## config.mk

```make
export PLATFORM = sky130hd
export DESIGN_NAME = uart_rx_fifo
export DESIGN_NICKNAME = d
export VERILOG_FILES = /design/src/rtl/uart_rx_fifo.sv
export SDC_FILE = /design/constraint.sdc
export NUM_CORES = 1
export LEC_CHECK = 0
export BUFFER_PORTS_ARGS = -buffer_cell sky130_fd_sc_hd__buf_2
export CELL_PAD_IN_SITES_DETAIL_PLACEMENT = 1
export CELL_PAD_IN_SITES_GLOBAL_PLACEMENT = 1
export CORE_ASPECT_RATIO = 0.9
export CORE_MARGIN = 2
export CORE_UTILIZATION = 43
export CTS_CLUSTER_DIAMETER = 80
export CTS_CLUSTER_SIZE = 40
export DETAILED_ROUTE_END_ITERATION = 8
export PLACE_DENSITY = 0.72
export SYNTH_ARGS = -nofsm -noshare
export SYNTH_HDL_FRONTEND = slang
export SYNTH_SLANG_ARGS = --single-unit
export TNS_END_PERCENT = 30
```

## constraint.sdc

```tcl
create_clock -name clk -period 6.8 [get_ports clk]
set_input_delay 1.36 -clock clk [delete_from_list [all_inputs] [get_ports clk]]
set_output_delay 1.36 -clock clk [all_outputs]
set_load 0.01 [all_outputs]
```

## src/rtl/uart_rx_fifo.sv

```systemverilog
// Receive-side byte FIFO between the UART receiver and the CPU UART read path.
// Define UART_RX_FIFO_IRQ_EN to build the registered rx_irq level interrupt.
module uart_rx_fifo #(
  parameter int unsigned DEPTH     = 8,
  parameter int unsigned WIDTH     = 8,
  parameter int unsigned IRQ_LEVEL = 4
) (
  input  logic                       clk,
  input  logic                       rst,
  input  logic                       stall,
  input  logic [WIDTH-1:0]           in_data,
  input  logic                       in_valid,
  output logic                       in_ready,
  input  logic                       pop,
  output logic [WIDTH-1:0]           out_data,
  output logic                       out_valid,
  output logic [$clog2(DEPTH+1)-1:0] level,
  output logic                       rx_irq
);

  localparam int unsigned PTR_W = $clog2(DEPTH);
  localparam int unsigned CNT_W = $clog2(DEPTH + 1);

  // Reject parameter sets the pointer/counter arithmetic cannot support.
  if ((DEPTH < 2) || ((DEPTH & (DEPTH - 1)) != 0) ||
      (IRQ_LEVEL < 1) || (IRQ_LEVEL > DEPTH)) begin : g_bad_cfg
    $error("uart_rx_fifo: illegal DEPTH/IRQ_LEVEL combination");
  end

  logic [WIDTH-1:0] mem_q [DEPTH];
  logic [PTR_W-1:0] wr_ptr_q, wr_ptr_d;
  logic [PTR_W-1:0] rd_ptr_q, rd_ptr_d;
  logic [CNT_W-1:0] cnt_q, cnt_d;
  logic             push;
  logic             do_pop;

  assign in_ready  = ~rst & (cnt_q != CNT_W'(DEPTH));
  assign push      = in_valid & in_ready;
  assign do_pop    = pop & ~stall & (cnt_q != '0);
  assign out_data  = mem_q[rd_ptr_q];
  assign out_valid = (cnt_q != '0);
  assign level     = cnt_q;

  // Pointers wrap naturally; full and empty are told apart by cnt alone.
  always_comb begin
    wr_ptr_d = wr_ptr_q;
    rd_ptr_d = rd_ptr_q;
    cnt_d    = cnt_q;
    if (push) begin
      wr_ptr_d = wr_ptr_q + PTR_W'(1);
    end
    if (do_pop) begin
      rd_ptr_d = rd_ptr_q + PTR_W'(1);
    end
    case ({push, do_pop})
      2'b10:   cnt_d = cnt_q + CNT_W'(1);
      2'b01:   cnt_d = cnt_q - CNT_W'(1);
      default: cnt_d = cnt_q;
    endcase
  end

  always_ff @(posedge clk) begin
    if (rst) begin
      wr_ptr_q <= '0;
      rd_ptr_q <= '0;
      cnt_q    <= '0;
    end else begin
      wr_ptr_q <= wr_ptr_d;
      rd_ptr_q <= rd_ptr_d;
      cnt_q    <= cnt_d;
    end
  end

  // Storage is not reset; cnt gates its visibility.
  always_ff @(posedge clk) begin
    if (push) begin
      mem_q[wr_ptr_q] <= in_data;
    end
  end

`ifdef UART_RX_FIFO_IRQ_EN
  logic rx_irq_q, rx_irq_d;

  assign rx_irq_d = (cnt_d >= CNT_W'(IRQ_LEVEL));

  always_ff @(posedge clk) begin
    if (rst) begin
      rx_irq_q <= 1'b0;
    end else begin
      rx_irq_q <= rx_irq_d;
    end
  end

  assign rx_irq = rx_irq_q;
`else
  assign rx_irq = 1'b0;
`endif

endmodule

```

==> results_tabular.tex <==
\begin{tabular}{lr}
\hline
Metric & Value \\
\hline
\multicolumn{2}{l}{\textbf{Die}} \\
\quad Horizontal extent of the die & 93.5 µm \\
\quad Placeable core area & about 0.007 mm² \\
\quad IO Count & 28 \\
\quad Y dimension of the die & 84.6 µm \\
\quad Effective utilization at floorplan & between 40\% and 50\% \\
\quad Std cell rows & 29 \\
\quad Die Area & 0.00791 mm² \\
\multicolumn{2}{l}{\textbf{Global route}} \\
\quad Gr ovfl total & 0 \\
\quad Overall Global Routing Usage & between 15 and 20\% \\
\quad Vias in the first global route & 1745 \\
\quad Wire length of the first global-routing pass & 9.22 mm \\
\quad Maximum number of pins on one net before global-route repair & 17 \\
\quad Number of antenna violations at the first check in global routing & 0 \\
\multicolumn{2}{l}{\textbf{Worst setup path}} \\
\quad Critical path start-end classification & reg -> out \\
\quad Worst reg2reg path startpoint & level[1] \\
\quad Endpoint type of the worst setup path & output pin \\
\quad Largest fanout on the critical path & 16 \\
\quad Crit start category & register \\
\quad Required time of the critical path & 5.44 ns \\
\quad Worst path arrival time & 2.41 ns \\
\multicolumn{2}{l}{\textbf{Yosys}} \\
\quad Top\_reg\_cell synth & sky130\_fd\_sc\_hd\_\_edfxtp\_1 \\
\quad Total number of yosys warnings & 0 \\
\quad Count of mapped cells out of synthesis & 169 \\
\quad Proportion of synthesized flip-flops having asynchronous set or reset & 0\% \\
\quad Number of enable-type register cells in the synthesized netlist & 64 \\
\quad Flip-flop and latch count after synthesis & 77 \\
\quad Share of the yosys chip area belonging to registers & 70.3\% \\
\quad Mean instance size in the synthesized netlist & about 18 µm² \\
\quad Synthesized cell area & approximately 0.0031 mm² \\
\quad Syn Nets & 187 \\
\quad Top post-synthesis cells by count & sky130\_fd\_sc\_hd\_\_edfxtp\_1, sky130\_fd\_sc\_hd\_\_mux4\_2, sky130\_fd\_sc\_hd\_\_dfxtp\_1 \\
\quad Post-synth cell types & 39 \\
\quad Most common cell in the synthesized netlist & sky130\_fd\_sc\_hd\_\_edfxtp\_1 \\
\quad Top cell type by total area after synthesis & sky130\_fd\_sc\_hd\_\_edfxtp\_1 \\
\quad Main area contributors after synthesis & sky130\_fd\_sc\_hd\_\_edfxtp\_1, sky130\_fd\_sc\_hd\_\_mux4\_2, sky130\_fd\_sc\_hd\_\_dfxtp\_1, sky130\_fd\_sc\_hd\_\_mux2\_2, sky130\_fd\_sc\_hd\_\_ha\_1 \\
\quad Post-synth top area share & 61.9\% \\
\multicolumn{2}{l}{\textbf{Clock tree}} \\
\quad Latest clock arrival within the worst-skew pair & 0.34 ns \\
\quad Cell at the root of the clock tree & sky130\_fd\_sc\_hd\_\_clkbuf\_8 \\
\quad Setup Buffers After CTS & 0 \\
\quad CTS clk-pin slew, worst paths & 0.08 ns \\
\quad Post-CTS resize count & 0 \\
\quad TritonCTS clock tree & built \\
\quad Number of buffers inserted during clock tree synthesis & 9 \\
\quad \# clock sinks & 77 \\
\quad Hold-fix buffer count after cts & 0 \\
\quad Largest buffer count on any clock path & 2 \\
\quad H-tree depth reported by CTS & 3 \\
\multicolumn{2}{l}{\textbf{Routing}} \\
\quad Post-route antenna net violation count & 0 \\
\quad Residual DRC count & 0 \\
\quad Wirelength per Cell & 19.7 µm \\
\quad Total via count in the routed design & 1569 \\
\quad Via-per-instance ratio & 5.28 \\
\quad Post-detailed-routing wire length & 5.84 mm \\
\quad First DRT Iteration DRCs & 69 \\
\quad First drt pass iteration count & 4 \\
\multicolumn{2}{l}{\textbf{Placement}} \\
\quad Cell area after placement & 0.00333 mm² \\
\quad HPWL after detailed placement & roughly 4 mm \\
\quad Port Buf Inserts & 26 \\
\quad Last weighted congestion value of the routability-driven placer & around 0.75 \\
\quad Place WS & 3.36 ns \\
\multicolumn{2}{l}{\textbf{Timing}} \\
\quad Final critical-path setup slack & 3.03 ns \\
\quad Total of endpoints with negative setup slack in the final report & 0 \\
\quad Final count of hold timing violations & 0 \\
\quad Slew at the pin closest to its max-slew limit & roughly 1.1 ns \\
\quad Highest achievable clock rate & 265 MHz \\
\quad Shortest clock period the worst path allows after layout & 3.77 ns \\
\quad Slew Limit Headroom & 28.1\% \\
\quad Unrepaired setup endpoints after global routing & no \\
\quad Sum of negative setup slack & 0 ns \\
\quad Part of the cycle the worst path needs & 55.4\% \\
\quad Slew Viols, Final & 0 \\
\quad Clock tree skew after final layout & between 0.007 and 0.008 ns \\
\multicolumn{2}{l}{\textbf{Min path}} \\
\quad HP Start & rd\_ptr\_q[2] \\
\quad Worst hold path type & reg -> reg \\
\multicolumn{2}{l}{\textbf{Status}} \\
\quad Status & complete, no violations \\
\multicolumn{2}{l}{\textbf{Power and ir drop}} \\
\quad Final Power & 953 µW \\
\quad P\_leak & 0.00119 µW \\
\quad Maximum vdd drop & roughly 0.00010 V \\
\quad Power per standard cell area & approximately 270 mW/mm² \\
\multicolumn{2}{l}{\textbf{Finish}} \\
\quad Share of cells above drive strength 1 & a little over a third \\
\quad Ant diodes & 0 \\
\quad Utilization after layout & 49.9\% \\
\quad Number of fill cells & 686 \\
\quad Register area & 0.00218 mm² \\
\quad Area overhead of the layout relative to synthesis & 13.3\% \\
\quad Layout Nets & 217 \\
\quad Area of all placed cells without fillers & $\sim$0.0035 mm² \\
\quad Area occupied by multi-input gates & just under 900 µm² \\
\multicolumn{2}{l}{\textbf{Run}} \\
\quad Reported max-cap violation count & 0 \\
\hline
\end{tabular}
[flip-flops by register name (all words and copies together) (netlist names), named ones only]
signal    cells
rd_ptr_q      3
level         4
wr_ptr_q      3
mem_q        64
[critical path, stage by stage, from the launching register on]
cell and delay (ns):
sky130_fd_sc_hd__dfxtp_1 1.04, sky130_fd_sc_hd__mux4_2 0.61, sky130_fd_sc_hd__mux2_2 0.28, sky130_fd_sc_hd__buf_2 0.14
[worst paths after layout]
path         slack, ns     endpoint  cells past startpoint
min               0.55  rd_ptr_q[2]                      2
min reg2reg       0.55  rd_ptr_q[2]                      2
max               3.03  out_data[4]                      3
max reg2reg       4.12     level[2]                      9
[kinds of logic (layout without fill, tap and decap cells)]
family,after synthesis,count (layout),share of synthesized area [%]
buf+inv,9,44,1.77
xor+xnor,7,7,2.22
mux,27,27,15.5
simple gates,37,37,6.94
compound gates,6,6,1.09
other cells,1,1,0.121
fa+ha+maj,5,5,2.02
flops,77,77,70.3
[final cells by class]
cell class                      count  area share, %
Clock buffer                        9           3.52
Clock inverter                      7           1.85
Inverter                            1          0.107
Multi-Input combinational cell     83           25.2
Sequential cell                    77           62.1
Tap cell                           93           3.31
Timing Repair Buffer               27           3.92
[cells in the final DEF, fill, tap and decap left out, drive strengths merged, types with 3 or more instances in the layout]
cell | synthesis | layout
nor2 | 12 | 12
buf | 6 | 27
nand2b | 3 | 3
nand3 | 4 | 4
clkbuf | 2 | 9
mux4 | 16 | 16
clkinv | 0 | 4
ha | 5 | 5
xor2 | 4 | 4
edfxtp | 64 | 64
mux2 | 9 | 9
a21oi | 4 | 4
nor3 | 4 | 4
dfxtp | 13 | 13
xnor2 | 3 | 3
[metal layers]
| layer | up-vias | wire, µm | track usage [%] |
|---|---|---|---|
| met4 | 0 | 138 | 8.70 |
| met2 | 38 | 3100 | 28.4 |
| met5 | - | 0 | 0 |
| met1 | 790 | 2370 | 18.5 |
| li1 | 727 | - | - |
| met3 | 14 | 241 | 3.77 |
[power by group]
| part | internal [µW] | total (µW) | switching [µW] |
|---|---|---|---|
| Sequential | 522 | 539 | 17.3 |
| Combinational | 46.9 | 86.7 | 39.8 |
| Clock | 168 | 327 | 160 |
| Total | 736 | 953 | 217 |
[per-stage QoR]
step | hold WS [ns] | cells
floorplan | 0.490 | 169
global placement | 0.514 | 281
detailed placement | 0.528 | 281
CTS | 0.552 | 297
global route | 0.586 | 297
finish | 0.548 | 297
Note: power is estimated with default switching activity, not from simulation.
